`src/rtl/adc_frame_scheduler_if.sv`:
```
// ADC-side request/done handshake and frame FIFO output port of adc_frame_scheduler.
// The scheduler uses the master modport; the ADC controller and DSP consumer see the slave view.
interface adc_frame_scheduler_if #(
  parameter int unsigned FIFO_DEPTH = 8
) ();
  localparam int unsigned LevelW = $clog2(FIFO_DEPTH + 1);

  logic               conv_req;
  logic [1:0]         conv_ch;
  logic               conv_done;
  logic signed [10:0] conv_data;

  logic               frame_valid;
  logic               frame_ready;
  logic [43:0]        frame_data;
  logic [3:0]         frame_mask;
  logic [LevelW-1:0]  fifo_level;

  modport master (
    output conv_req,
    output conv_ch,
    input  conv_done,
    input  conv_data,
    output frame_valid,
    input  frame_ready,
    output frame_data,
    output frame_mask,
    output fifo_level
  );

  modport slave (
    input  conv_req,
    input  conv_ch,
    output conv_done,
    output conv_data,
    input  frame_valid,
    output frame_ready,
    input  frame_data,
    input  frame_mask,
    input  fifo_level
  );
endinterface

```
`src/rtl/adc_frame_scheduler.sv`:
```
// Periodic 4-channel ADC acquisition scheduler packing samples into frames behind a FWFT FIFO.
// Optional conversion watchdog enabled by defining ADC_SCHED_TIMEOUT_EN.
module adc_frame_scheduler #(
  parameter int unsigned SAMPLE_DIV = 256,
  parameter int unsigned FIFO_DEPTH = 8,
  parameter int unsigned TIMEOUT    = 64
) (
  input  logic                   clk_clk,
  input  logic                   reset,
  input  logic                   run,
  input  logic [3:0]             ch_mask,
  input  logic                   status_clr,
  output logic                   overflow,
  output logic                   overrun,
  output logic                   timeout,
  adc_frame_scheduler_if.master  bus
);

  localparam int unsigned TimerW = $clog2(SAMPLE_DIV);
  localparam int unsigned PtrW   = $clog2(FIFO_DEPTH);
  localparam int unsigned LevelW = $clog2(FIFO_DEPTH + 1);
  localparam logic [TimerW-1:0] TimerReload = TimerW'(SAMPLE_DIV - 1);

  if (SAMPLE_DIV < 16 || FIFO_DEPTH < 2 || (FIFO_DEPTH & (FIFO_DEPTH - 1)) != 0 || TIMEOUT < 1)
  begin : g_bad_params
    $error("adc_frame_scheduler: illegal parameter set");
  end

  typedef enum logic [2:0] {StIdle, StReq, StWait, StNext, StCommit} state_e;

  // Returns {found, ch}: lowest set channel of m at or above from.
  function automatic logic [2:0] first_set(input logic [3:0] m, input logic [2:0] from);
    logic [2:0] r;
    r = 3'b000;
    for (int c = 3; c >= 0; c--) begin
      if (m[c] && (c >= int'(from))) r = {1'b1, 2'(c)};
    end
    return r;
  endfunction

  // ---------------------------------------------------------------------------
  // Tick timer
  // ---------------------------------------------------------------------------
  logic [TimerW-1:0] timer_q;
  logic              tick;

  assign tick = run && (timer_q == '0);

  always_ff @(posedge clk_clk) begin
    if (reset) begin
      timer_q <= TimerReload;
    end else if (!run || timer_q == '0) begin
      timer_q <= TimerReload;
    end else begin
      timer_q <= timer_q - TimerW'(1);
    end
  end

  // ---------------------------------------------------------------------------
  // Acquisition FSM
  // ---------------------------------------------------------------------------
  state_e      state_q, state_d;
  logic [1:0]  cur_ch_q, cur_ch_d;
  logic [3:0]  mask_q, mask_d;
  logic [43:0] slots_q, slots_d;
  logic [2:0]  nxt;
  logic        push;
  logic        wd_expire;

  always_ff @(posedge clk_clk) begin
    if (reset) begin
      state_q  <= StIdle;
      cur_ch_q <= 2'd0;
      mask_q   <= 4'd0;
      slots_q  <= '0;
    end else begin
      state_q  <= state_d;
      cur_ch_q <= cur_ch_d;
      mask_q   <= mask_d;
      slots_q  <= slots_d;
    end
  end

  always_comb begin
    state_d  = state_q;
    cur_ch_d = cur_ch_q;
    mask_d   = mask_q;
    slots_d  = slots_q;
    nxt      = 3'b000;
    push     = 1'b0;
    unique case (state_q)
      StIdle: begin
        if (tick) begin
          mask_d = ch_mask;
          nxt    = first_set(ch_mask, 3'd0);
          if (nxt[2]) begin
            state_d  = StReq;
            cur_ch_d = nxt[1:0];
          end
        end
      end
      StReq: state_d = StWait;
      StWait: begin
        if (bus.conv_done || wd_expire) begin
          slots_d[int'(cur_ch_q) * 11 +: 11] = bus.conv_done ? bus.conv_data : 11'd0;
          state_d = StNext;
        end
      end
      StNext: begin
        nxt = first_set(mask_q, {1'b0, cur_ch_q} + 3'd1);
        if (nxt[2]) begin
          state_d  = StReq;
          cur_ch_d = nxt[1:0];
        end else begin
          state_d = StCommit;
        end
      end
      StCommit: begin
        push    = 1'b1;
        slots_d = '0;
        state_d = StIdle;
      end
      default: state_d = StIdle;
    endcase
  end

  assign bus.conv_req = (state_q == StReq) || (state_q == StWait);
  assign bus.conv_ch  = cur_ch_q;

  // ---------------------------------------------------------------------------
  // Conversion watchdog
  // ---------------------------------------------------------------------------
`ifdef ADC_SCHED_TIMEOUT_EN
  localparam int unsigned WdW = $clog2(TIMEOUT + 1);
  logic [WdW-1:0] wd_q;
  logic           timeout_q;

  always_ff @(posedge clk_clk) begin
    if (reset) begin
      wd_q <= '0;
    end else if (state_q == StWait) begin
      wd_q <= wd_q + WdW'(1);
    end else begin
      wd_q <= '0;
    end
  end

  // wd_q is 0 on the first WAIT cycle, so expiry lands on the TIMEOUT-th one.
  assign wd_expire = (state_q == StWait) && !bus.conv_done && (wd_q == WdW'(TIMEOUT - 1));

  always_ff @(posedge clk_clk) begin
    if (reset) begin
      timeout_q <= 1'b0;
    end else if (wd_expire) begin
      timeout_q <= 1'b1;
    end else if (status_clr) begin
      timeout_q <= 1'b0;
    end
  end

  assign timeout = timeout_q;
`else
  assign wd_expire = 1'b0;
  assign timeout   = 1'b0;
`endif

  // ---------------------------------------------------------------------------
  // Frame FIFO (first-word fall-through)
  // ---------------------------------------------------------------------------
  logic [47:0]       mem_q [FIFO_DEPTH];
  logic [PtrW-1:0]   wr_ptr_q, rd_ptr_q;
  logic [LevelW-1:0] count_q;
  logic              full, empty, pop, push_ok;
  logic [47:0]       head;

  assign full    = (count_q == LevelW'(FIFO_DEPTH));
  assign empty   = (count_q == '0);
  assign pop     = !empty && bus.frame_ready;
  assign push_ok = push && (!full || pop);

  always_ff @(posedge clk_clk) begin
    if (push_ok) mem_q[wr_ptr_q] <= {mask_q, slots_q};
  end

  always_ff @(posedge clk_clk) begin
    if (reset) begin
      wr_ptr_q <= '0;
      rd_ptr_q <= '0;
      count_q  <= '0;
    end else begin
      if (push_ok) wr_ptr_q <= wr_ptr_q + PtrW'(1);
      if (pop)     rd_ptr_q <= rd_ptr_q + PtrW'(1);
      count_q <= count_q + LevelW'(push_ok) - LevelW'(pop);
    end
  end

  // Outputs forced to zero when empty so stale memory never shows after reset.
  assign head            = mem_q[rd_ptr_q];
  assign bus.frame_valid = !empty;
  assign bus.frame_data  = empty ? 44'd0 : head[43:0];
  assign bus.frame_mask  = empty ? 4'd0 : head[47:44];
  assign bus.fifo_level  = count_q;

  // ---------------------------------------------------------------------------
  // Sticky status
  // ---------------------------------------------------------------------------
  logic overflow_q, overrun_q;
  logic overflow_set, overrun_set;

  assign overflow_set = push && full && !pop;
  assign overrun_set  = tick && (state_q != StIdle);

  always_ff @(posedge clk_clk) begin
    if (reset) begin
      overflow_q <= 1'b0;
      overrun_q  <= 1'b0;
    end else begin
      if (overflow_set)    overflow_q <= 1'b1;
      else if (status_clr) overflow_q <= 1'b0;
      if (overrun_set)     overrun_q <= 1'b1;
      else if (status_clr) overrun_q <= 1'b0;
    end
  end

  assign overflow = overflow_q;
  assign overrun  = overrun_q;

endmodule

```
`src/flat_wrapper.sv`:
```
// flat-port wrapper written by rule: the top's interface ports become plain ports
module adc_frame_scheduler_flat 
#(
  parameter int unsigned SAMPLE_DIV = 256,
  parameter int unsigned FIFO_DEPTH = 8,
  parameter int unsigned TIMEOUT    = 64
)
  (clk_clk, reset, run, ch_mask, status_clr, overflow, overrun, timeout, bus_conv_req, bus_conv_ch, bus_conv_done, bus_conv_data, bus_frame_valid, bus_frame_ready, bus_frame_data, bus_frame_mask, bus_fifo_level);
  adc_frame_scheduler_if #(.FIFO_DEPTH(FIFO_DEPTH)) bus_i ();
  input  logic clk_clk;
  input  logic reset;
  input  logic run;
  input  logic [3:0] ch_mask;
  input  logic status_clr;
  output logic overflow;
  output logic overrun;
  output logic timeout;
  output wire logic [$bits(bus_i.conv_req)-1:0] bus_conv_req;
  output wire logic [$bits(bus_i.conv_ch)-1:0] bus_conv_ch;
  input wire logic [$bits(bus_i.conv_done)-1:0] bus_conv_done;
  input wire logic [$bits(bus_i.conv_data)-1:0] bus_conv_data;
  output wire logic [$bits(bus_i.frame_valid)-1:0] bus_frame_valid;
  input wire logic [$bits(bus_i.frame_ready)-1:0] bus_frame_ready;
  output wire logic [$bits(bus_i.frame_data)-1:0] bus_frame_data;
  output wire logic [$bits(bus_i.frame_mask)-1:0] bus_frame_mask;
  output wire logic [$bits(bus_i.fifo_level)-1:0] bus_fifo_level;
  assign bus_conv_req = bus_i.conv_req;
  assign bus_conv_ch = bus_i.conv_ch;
  assign bus_i.conv_done = bus_conv_done;
  assign bus_i.conv_data = bus_conv_data;
  assign bus_frame_valid = bus_i.frame_valid;
  assign bus_i.frame_ready = bus_frame_ready;
  assign bus_frame_data = bus_i.frame_data;
  assign bus_frame_mask = bus_i.frame_mask;
  assign bus_fifo_level = bus_i.fifo_level;
  adc_frame_scheduler #(.SAMPLE_DIV(SAMPLE_DIV), .FIFO_DEPTH(FIFO_DEPTH), .TIMEOUT(TIMEOUT)) u_core (.clk_clk(clk_clk), .reset(reset), .run(run), .ch_mask(ch_mask), .status_clr(status_clr), .overflow(overflow), .overrun(overrun), .timeout(timeout), .bus(bus_i));
endmodule
```
`config.mk`:
```
export PLATFORM = sky130hd
export DESIGN_NAME = adc_frame_scheduler_flat
export DESIGN_NICKNAME = d
export VERILOG_FILES = /design/src/rtl/adc_frame_scheduler_if.sv /design/src/rtl/adc_frame_scheduler.sv /design/src/flat_wrapper.sv
export SDC_FILE = /design/constraint.sdc
export NUM_CORES = 1
export LEC_CHECK = 0
export BUFFER_PORTS_ARGS = -buffer_cell sky130_fd_sc_hd__buf_2
export CORE_UTILIZATION = 30
export DETAILED_ROUTE_END_ITERATION = 16
export SETUP_SLACK_MARGIN = 0.15
export SYNTH_ARGS = -nofsm -noshare
export SYNTH_HDL_FRONTEND = slang
export SYNTH_SLANG_ARGS = --single-unit
```
`constraint.sdc`:
```
create_clock -name clk_clk -period 6.5 [get_ports clk_clk]
set_input_delay 0.65 -clock clk_clk [delete_from_list [all_inputs] [get_ports clk_clk]]
set_output_delay 0.65 -clock clk_clk [all_outputs]
set_load 0.05 [all_outputs]
```
======== Word level (Yosys, flattened, before mapping) ========
Memory sizes are Yosys's and may differ from the RTL's. A register that Yosys moved wholly into a read port is not among the register bits.
Cells that the tools add are included.
storage, ports and cells
  register bits after elaboration ......... 73
  latch bits .............................. 0
  bits in writable memories ............... 384
  bits in read-only memories .............. 0
  bits of input ports ..................... 21
  memories kept ........................... 1
memory list
  name          words  width  read ports  clocked after Yosys merged registers in  write ports  RTL line                    RTL
  u_core.mem_q  8      48     1           1                                        1            adc_frame_scheduler.sv:170  logic [47:0] mem_q [FIFO_DEPTH];
operators by class
  add/sub/neg operators ................... 7
  multiply operators ...................... 1
  div/mod/pow operators ................... 0
  $lt $le $gt $ge ......................... 4
  equal/unequal tests ..................... 9
  shifts and indexed selects .............. 2
  multiplexer cells ....................... 34
  bitwise logic cells ..................... 0
  reduce and logical (&&, ||, !) cells .... 30
operators by type and width
  operator                  count
  $mux 44                   2
  $pmux 44 s2               1
  $mux 3                    17
  $bwmux 44                 1
  $shift 11x33->44 const A  1
  $shiftx 11x33->44         1
  $neg 32->33               1
  $pmux 3 s4                1
  $mux 11                   1
  $logic_and 1x1->1         10
  $logic_not 8->1           1
  $reduce_bool 2->1         4
  $sub 8x1->8 const B       1
  $add 3x1->3 const B       2
  $eq 3x2->1 const B        2
  $ge 1x3->1 const A        2
  $ge 2x3->1 const A        2
  $mul 2x4->6 const B       1
  $mux 1                    6
  $mux 2                    3
  $ne 2x1->1 const B        3
  $add 4x1->4               1
  $eq 4x4->1 const B        1
  $logic_not 1->1           4
  15 further kinds          18

======== Longest topological paths before layout ========
Gate-level depths: netlist of run 1.
  word-level depth ........................ 10
  depth in mapped cells ................... 14
  mapped depth without buffers ............ 12

======== Worst setup path before layout of run 1 ========
No wires, ideal clock.
  kind .................................... reg-to-reg
  from .................................... reg u_core.count_q[2] (netlist: u_core.bus.fifo_level[2])
  to ...................................... mem u_core.mem_q[0][0] (enable)
  setup time .............................. 0.513 ns
  arrival time ............................ 5.237 ns
  required time ........................... 5.987 ns
  path slack .............................. 0.750 ns
  cell stages (with the launch flop) ...... 7
  buffers on the path ..................... 0
  path through ............................ dfxtp_1 > inv_1 > ha_1 > nand2b_1 > a311oi_1 > nand2b_1 > nor3_1
on the way
  cells in the longest elaborated chain, start to end .. 7
  elaborated cells between the ends (all ways) .. 9
  classes of those cells .................. eq/ne (1); mux (2); reduce/logical (6)
RTL lines
  element                           RTL line                    RTL
  start: declaration                adc_frame_scheduler.sv:172  logic [LevelW-1:0] count_q;
  start signal: assignment          adc_frame_scheduler.sv:193  count_q <= count_q + LevelW'(push_ok) - LevelW'(pop);
  $logic_not 4->1                   adc_frame_scheduler.sv:177  assign empty = (count_q == '0);
  $logic_not 1->1                   adc_frame_scheduler.sv:178  assign pop = !empty && bus.frame_ready;
  $logic_and 1x1->1                 adc_frame_scheduler.sv:178
  $logic_or 1x1->1 (*)              adc_frame_scheduler.sv:179  assign push_ok = push && (!full || pop);
  $logic_and 1x1->1 (*)             adc_frame_scheduler.sv:179
  via u_core.push_ok                adc_frame_scheduler.sv:173  logic full, empty, pop, push_ok;
  $mux 1 (*)                        adc_frame_scheduler.sv:182  if (push_ok) mem_q[wr_ptr_q] <= {mask_q, slots_q};
  $mux 1 (not written as such) (*)  adc_frame_scheduler.sv:182
  end: declaration                  adc_frame_scheduler.sv:170
The timed path passes the listed nets; every way through them passes the cells marked *.

==> results of run 1 <==
-- final timing paths --
path | start | endpoint | cells after the start
max | flop | bus_frame_data[3] | 5
min | ch_mask[2] | u_core.mask_q[2] | 3
max reg2reg | u_core.bus.fifo_level[2] | u_core.mem_q[3][11] | 7
min reg2reg | u_core.timer_q[0] | u_core.timer_q[0] | 1
-- power breakdown --
group	total (mW)	switching, mW	internal (mW)
Clock	2.67	1.11	1.57
Sequential	3.35	0.166	3.18
Combinational	2.24	1.46	0.777
Total	8.26	2.74	5.53
-- state kept, by name, indices dropped and copies added, names as in the netlist, named ones only --
signal	flops
u_core.bus.conv_ch	2
u_core.bus.fifo_level	4
u_core.mask_q	4
u_core.mem_q	384
u_core.overflow	1
u_core.overrun	1
u_core.rd_ptr_q	3
u_core.slots_q	44
u_core.state_q	3
u_core.timer_q	8
u_core.wr_ptr_q	3
-- worst max-delay path: stages, from the launching register on --
cell	delay [ns]
dfxtp_4	1.02
buf_12	0.47
mux4_2	0.56
mux2i_1	0.41
nor2_1	0.11
buf_2	0.23
-- logic make-up after synthesis --
| family | Yosys count |
|---|---|
| AO/OA/AOI/OAI | 74 |
| XOR/XNOR | 12 |
| adder cells (fa/ha/maj) | 18 |
| buffers and inverters | 69 |
| flip-flops | 460 |
| multiplexers | 146 |
| other | 1 |
| AND/OR/NAND/NOR | 199 |
-- through the flow --
stage	setup slack [ns]	total power, mW	instance area (sq um)	hold slack [ns]	utilization (%)
final	2.45	8.26	20700	0.350	35.1
after global routing	2.24	8.62	20700	0.332	35.1
after CTS	2.35	8.40	20700	0.317	35.1
after detailed placement	2.56	5.72	19100	0.406	32.4
after global placement	2.65	5.72	19100	0.405	32.4
after floorplan	0.750	5.16	17900	0.385	-
-- cells in the final DEF (no fill, tap or decap), types with 23 or more instances in the layout --
cell         n
a21oi_1     35
buf_2       78
clkbuf_16   48
dfxtp_1     73
edfxtp_1   384
mux2i_1     50
mux4_2      96
nand2_1     57
nor2_1      67
or3_1       23
-- layout make-up --
| class | instances | area share (%) |
|---|---|---|
| Sequential cell | 460 | 63.2 |
| Timing Repair Buffer | 90 | 2.39 |
| Tap cell | 773 | 4.68 |
| Multi-Input combinational cell | 450 | 21.9 |
| Inverter | 15 | 0.272 |
| Clock inverter | 27 | 1.17 |
| Clock buffer | 60 | 6.42 |
-- per-layer routing --
metal | global-route usage [%] | part of all wire, % | vias up
li1 | - | - | 4032
met1 | 17.6 | 44 | 4639
met2 | 21.3 | 48 | 241
met3 | 2.44 | 5.6 | 52
met4 | 3.16 | 1.5 | 2
met5 | 0 | 0.034 | -
==> out/qor.txt, run 1 <==
=========================================================================================
Total of flip-flops plus latches after synthesis                                      460
Startpoint Class                                                                     flop
Max-Cap Viols                                                                           0
Number of placed cells counting well taps                                            1788
Post-Synthesis Net Count                                                             1018
Later-pin clock latency in the skew report                                        0.58 ns
Number of H-tree levels                                                                 2
Time the final worst path needs with I/O delays and setup                         4.05 ns
Highest net fanout along the worst path                                                52
Hold-fix buffer count after cts                                                         0
Inserted Clock Buffers                                                                 47
Via count                                                                            8966
Core area                                                                    0.0589 sq mm
Top_reg_cell synth                                                               edfxtp_1
Peak ir drop on the vdd network                                                0.000290 V
Largest net degree at the start of global routing                                      72
Combinational family with the most area after synthesis                      multiplexers
Clock-pin slew of the registers on the worst-case setup and hold paths            0.06 ns
Fmax achieved                                                                     247 MHz
Antenna Diode Count                                                                     0
Initial antenna violation count                                                         1
Initial DRC Count                                                                     670
Area leader, netlist                                                             edfxtp_1
Total count of hold-check failures in the final report                                  0
Clock Root Buffer                                                               clkbuf_16
Number of pins exceeding their max-slew limit in the final report                       0
Setup Buffers After CTS                                                                 0
Most instantiated library cell after synthesis                                   edfxtp_1
Synth-to-layout area growth                                                         15.8%
Number of remaining DRC errors                                                          0
Share of layout cells above drive strength 1                                        25.5%
# rows                                                                                 89
Wire length of the first global-routing pass                                      58.8 mm
Unrepaired setup endpoints after global routing                                        no
Crit end category                                                            primary output
Area share of and/or/nand/nor cells after synthesis                                 5.32%
Hold crit path type                                                          primary input to flop
Power Density                                                                 400 mW/mm^2
Leakage component of the power                                                    6.77 nW
Die extent in y                                                                    246 um
Setup slack on the worst flop-to-flop path                                        2.67 ns
Proportion of netlist area held by the largest area contributor                     64.6%
Compound-gate portion of the synthesized area                                       2.85%
Global routing usage summed across all routing layers                               13.0%
Worst Path Arrival                                                                3.40 ns
TritonCTS clock tree                                                                built
Cell types occupying the most area after synthesis                           edfxtp_1 (65%), mux4_2 (12%), dfxtp_1 (8.5%), mux2i_1 (2.8%), nor2_1 (1.5%)
Count of flip-flops with a built-in enable after synthesis                            384
Xor and xnor area share after synthesis                                            0.589%
Share of the clock period used by the worst path                                    62.3%
Worst Path Class, Setup                                                      flop to primary output
Count of buffers from port buffering                                                   78
Area of the multi-input gates                                                0.00452 sq mm
Total die area                                                               0.0605 sq mm
Total number of clock tree sinks                                                      460
Starting density of the core                                                        30.3%
WL final                                                                          38.7 mm
Largest buffer count on any clock path                                                  3
Total congestion overflow                                                               0
Number of global-route vias before repair                                            9351
Status                                                                       finished, final reports clean
Adder-Cell Fraction of Synth Area                                                   1.30%
Measured slew at the worst slew-check pin                                         1.13 ns
Count of mapped cells out of synthesis                                                979
WL/cell                                                                           20.7 um
Router iterations before antenna repair                                                 5
Final setup vio count                                                                   0
Final Skew                                                                      0.0321 ns
Proportion of register bits with asynchronous set or reset after synthesis             0%
Detail-routed via count per cell                                                     4.78
Layout net count                                                                     1103
Relative max-transition margin                                                      24.7%
Sequential area share after synthesis                                               73.1%
Post-cts resize count                                                                   0
Number of nets with antenna violations after detailed routing                           0
Post-Synthesis Cell Area                                                     0.0179 sq mm
Total area of sequential cells                                               0.0131 sq mm
Fillcell total                                                                       5462
Top-level port count                                                                   80
Yosys cell types                                                                       50
Avg Cell Area, Syn                                                             18.2 sq um
Share of synthesized area spent on multiplexers                                     14.9%
Detailed placer's ending HPWL                                                     22.2 mm
Setup TNS                                                                            0 ns
Horiz. Die Dim                                                                     246 um
Yosys warning total                                                                     0
Routability-driven placement congestion ratio                                       0.748
Most frequent cells after synthesis                                          edfxtp_1 (384), mux4_2 (96), dfxtp_1 (76), nor2_1 (73), nand2_1 (57)
Non-Filler Instances                                                                 1875
Required time of the critical path                                                5.85 ns
=========================================================================================
Note: power is estimated with default switching activity, not from simulation.
==> run 2, diff against run 1 <==
==> constraint.sdc (replaced) <==
create_clock -name clk_clk -period 3.7 [get_ports clk_clk]
set_input_delay 0.37 -clock clk_clk [delete_from_list [all_inputs] [get_ports clk_clk]]
set_output_delay 0.37 -clock clk_clk [all_outputs]
set_load 0.05 [all_outputs]
==> run 2 against run 1 <==
Compared with the run above:
- critical path depth unchanged
- sequential share of layout area down 0.43 points
- sequential power grew 73%
- clock-buffer cell count is 2 higher
- clock skew down 0.016 ns
- first-iteration DRC count shrank 17%
- die area is the same
- non-clock buffer count grew 15
- flip-flop and latch count stayed put
- highest routed layer is now met4
==> out/qor.txt, run 2 (synthesis results as in run 1) <==
=====================================================================================
Total die area                                                           0.0605 sq mm
Share of the clock period used by the worst path                                84.5%
Number of remaining DRC errors                                                      0
Horiz. Die Dim                                                                 246 um
Max FFs per register                                                              384
Highest-delay cell along the critical path                                    dfxtp_4
WL/cell                                                                       20.0 um
Routability-driven placement congestion ratio                                   0.745
# rows                                                                             89
Later-pin clock latency in the skew report                                    0.57 ns
Share of layout cells above drive strength 1                                    25.9%
Setup Buffers After CTS                                                             0
Setup slack on the worst flop-to-flop path                                    0.93 ns
Startpoint Class                                                                 flop
Initial antenna violation count                                                     0
Post-route cell area                                                     0.0208 sq mm
Status                                                                   finished, final reports clean
Initial DRC Count                                                                 558
Detailed placer's ending HPWL                                                 23.0 mm
Inserted Clock Buffers                                                             47
Required time of the critical path                                            3.33 ns
Delay of the slowest cell on the worst path                                   0.83 ns
Largest register by flop count                                           u_core.mem_q
Die extent in y                                                                246 um
Total congestion overflow                                                           0
Synth-to-layout area growth                                                     16.6%
Clock Root Buffer                                                           clkbuf_16
Post-cts resize count                                                               0
Most common cell after layout, fill and taps aside                           edfxtp_1
Total number of clock tree sinks                                                  460
Router iterations before antenna repair                                             5
Largest net degree at the start of global routing                                  49
Unrepaired setup endpoints after global routing                                    no
Clock-pin slew of the registers on the worst-case setup and hold paths        0.06 ns
Wire length of the first global-routing pass                                  57.6 mm
Highest net fanout along the worst path                                            32
Time the final worst path needs with I/O delays and setup                     3.13 ns
Crit end category                                                        primary output
Cells along the critical path                                            buf_12 > mux4_2 > mux2i_1 > nor2_1 > buf_2
Max-Cap Viols                                                                       0
Number of placed cells counting well taps                                        1803
Antenna Diode Count                                                                 0
TritonCTS clock tree                                                            built
Layout net count                                                                 1118
Detail-routed via count per cell                                                 4.69
Fmax achieved                                                                 320 MHz
Fillcell total                                                                   5474
Largest buffer count on any clock path                                              3
Hold-fix buffer count after cts                                                     0
WL final                                                                      37.9 mm
Total area of sequential cells                                           0.0131 sq mm
Number of nets with antenna violations after detailed routing                       0
Final Skew                                                                  0.0157 ns
Biggest registers after layout                                           u_core.mem_q: 384 flops, u_core.slots_q: 44 flops, u_core.timer_q: 8 flops
Core area                                                                0.0589 sq mm
Number of pins exceeding their max-slew limit in the final report                   0
Top-level port count                                                               80
Measured slew at the worst slew-check pin                                    0.974 ns
Hold crit path type                                                      primary input to flop
Worst Path Arrival                                                            2.76 ns
Worst Path Class, Setup                                                  flop to primary output
Number of H-tree levels                                                             2
Final setup vio count                                                               0
Placed cell area                                                         0.0193 sq mm
Global routing usage summed across all routing layers                           12.7%
Setup TNS                                                                        0 ns
Power Density                                                             693 mW/mm^2
Number of global-route vias before repair                                        9136
Non-Filler Instances                                                             1890
Number of buffers and inverters on the critical path                                2
Peak ir drop on the vdd network                                            0.000755 V
Starting density of the core                                                    30.3%
Dominant delay contributor by cell family on the critical path             flip-flops
Count of buffers from port buffering                                               78
Relative max-transition margin                                                  34.6%
Total count of hold-check failures in the final report                              0
Leakage component of the power                                                6.87 nW
Most frequent cells in the layout                                        edfxtp_1 (384), mux4_2 (96), buf_2 (78)
Area of the multi-input gates                                            0.00454 sq mm
Via count                                                                        8863
=====================================================================================
-- run 2: cell count changes in the layout (fill, tap and decap cells not counted), sizes merged --
cell / before / now
inv: 16 / 20
clkinvlp: 2 / 0
clkbuf: 60 / 62
clkinv: 21 / 17
buf: 90 / 105
-- run 2: final cells by class --
type / instances / area share (%)
Sequential cell: 460 / 62.8
Multi-Input combinational cell: 450 / 21.8
Clock buffer: 62 / 6.12
Tap cell: 773 / 4.65
Timing Repair Buffer: 105 / 3.39
Clock inverter: 25 / 0.986
Inverter: 15 / 0.271
-- run 2: worst reg2reg max path: stages, from the launching register on --
cell,delay [ns]
dfxtp_1,0.32
inv_1,0.07
ha_1,0.20
nand2b_1,0.17
a311oi_2,0.50
nand2b_1,0.37
nor3_4,0.28
buf_4,0.47
-- run 2: worst paths after layout --
path,startpoint,to,cells after the start
max,flop,bus_frame_data[12],5
min,status_clr,u_core.overflow,3
max reg2reg,u_core.bus.fifo_level[2],u_core.mem_q[0][18],7
min reg2reg,u_core.timer_q[0],u_core.timer_q[0],1
-- run 2: metrics by stage --
stage | total power, mW | hold slack (ns) | worst slack, ns | util [%]
2_1_floorplan | 9.02 | 0.385 | 0.161 | -
3_3_place_gp | 10.1 | 0.408 | 1.01 | 32.8
3_5_place_dp | 10.1 | 0.408 | 0.895 | 32.8
4_1_cts | 14.7 | 0.0516 | 0.427 | 35.3
5_1_grt | 15.1 | 0.0879 | 0.374 | 35.3
6_report | 14.4 | 0.0809 | 0.573 | 35.3
-- run 2: where the power goes --
part / switching, mW / leakage [nW] / internal, mW / total [mW]
logic: 2.67 / 1.80 / 1.40 / 4.07
clock network: 1.91 / 0.727 / 2.63 / 4.54
registers: 0.214 / 4.34 / 5.59 / 5.80
-- run 2: routing by layer --
| metal | track usage (%) | wire [um] |
|---|---|---|
| met1 | 17.3 | 17000 |
| met2 | 20.9 | 18600 |
| met3 | 1.99 | 1690 |
| met4 | 3.64 | 649 |
| met5 | 0 | 0 |
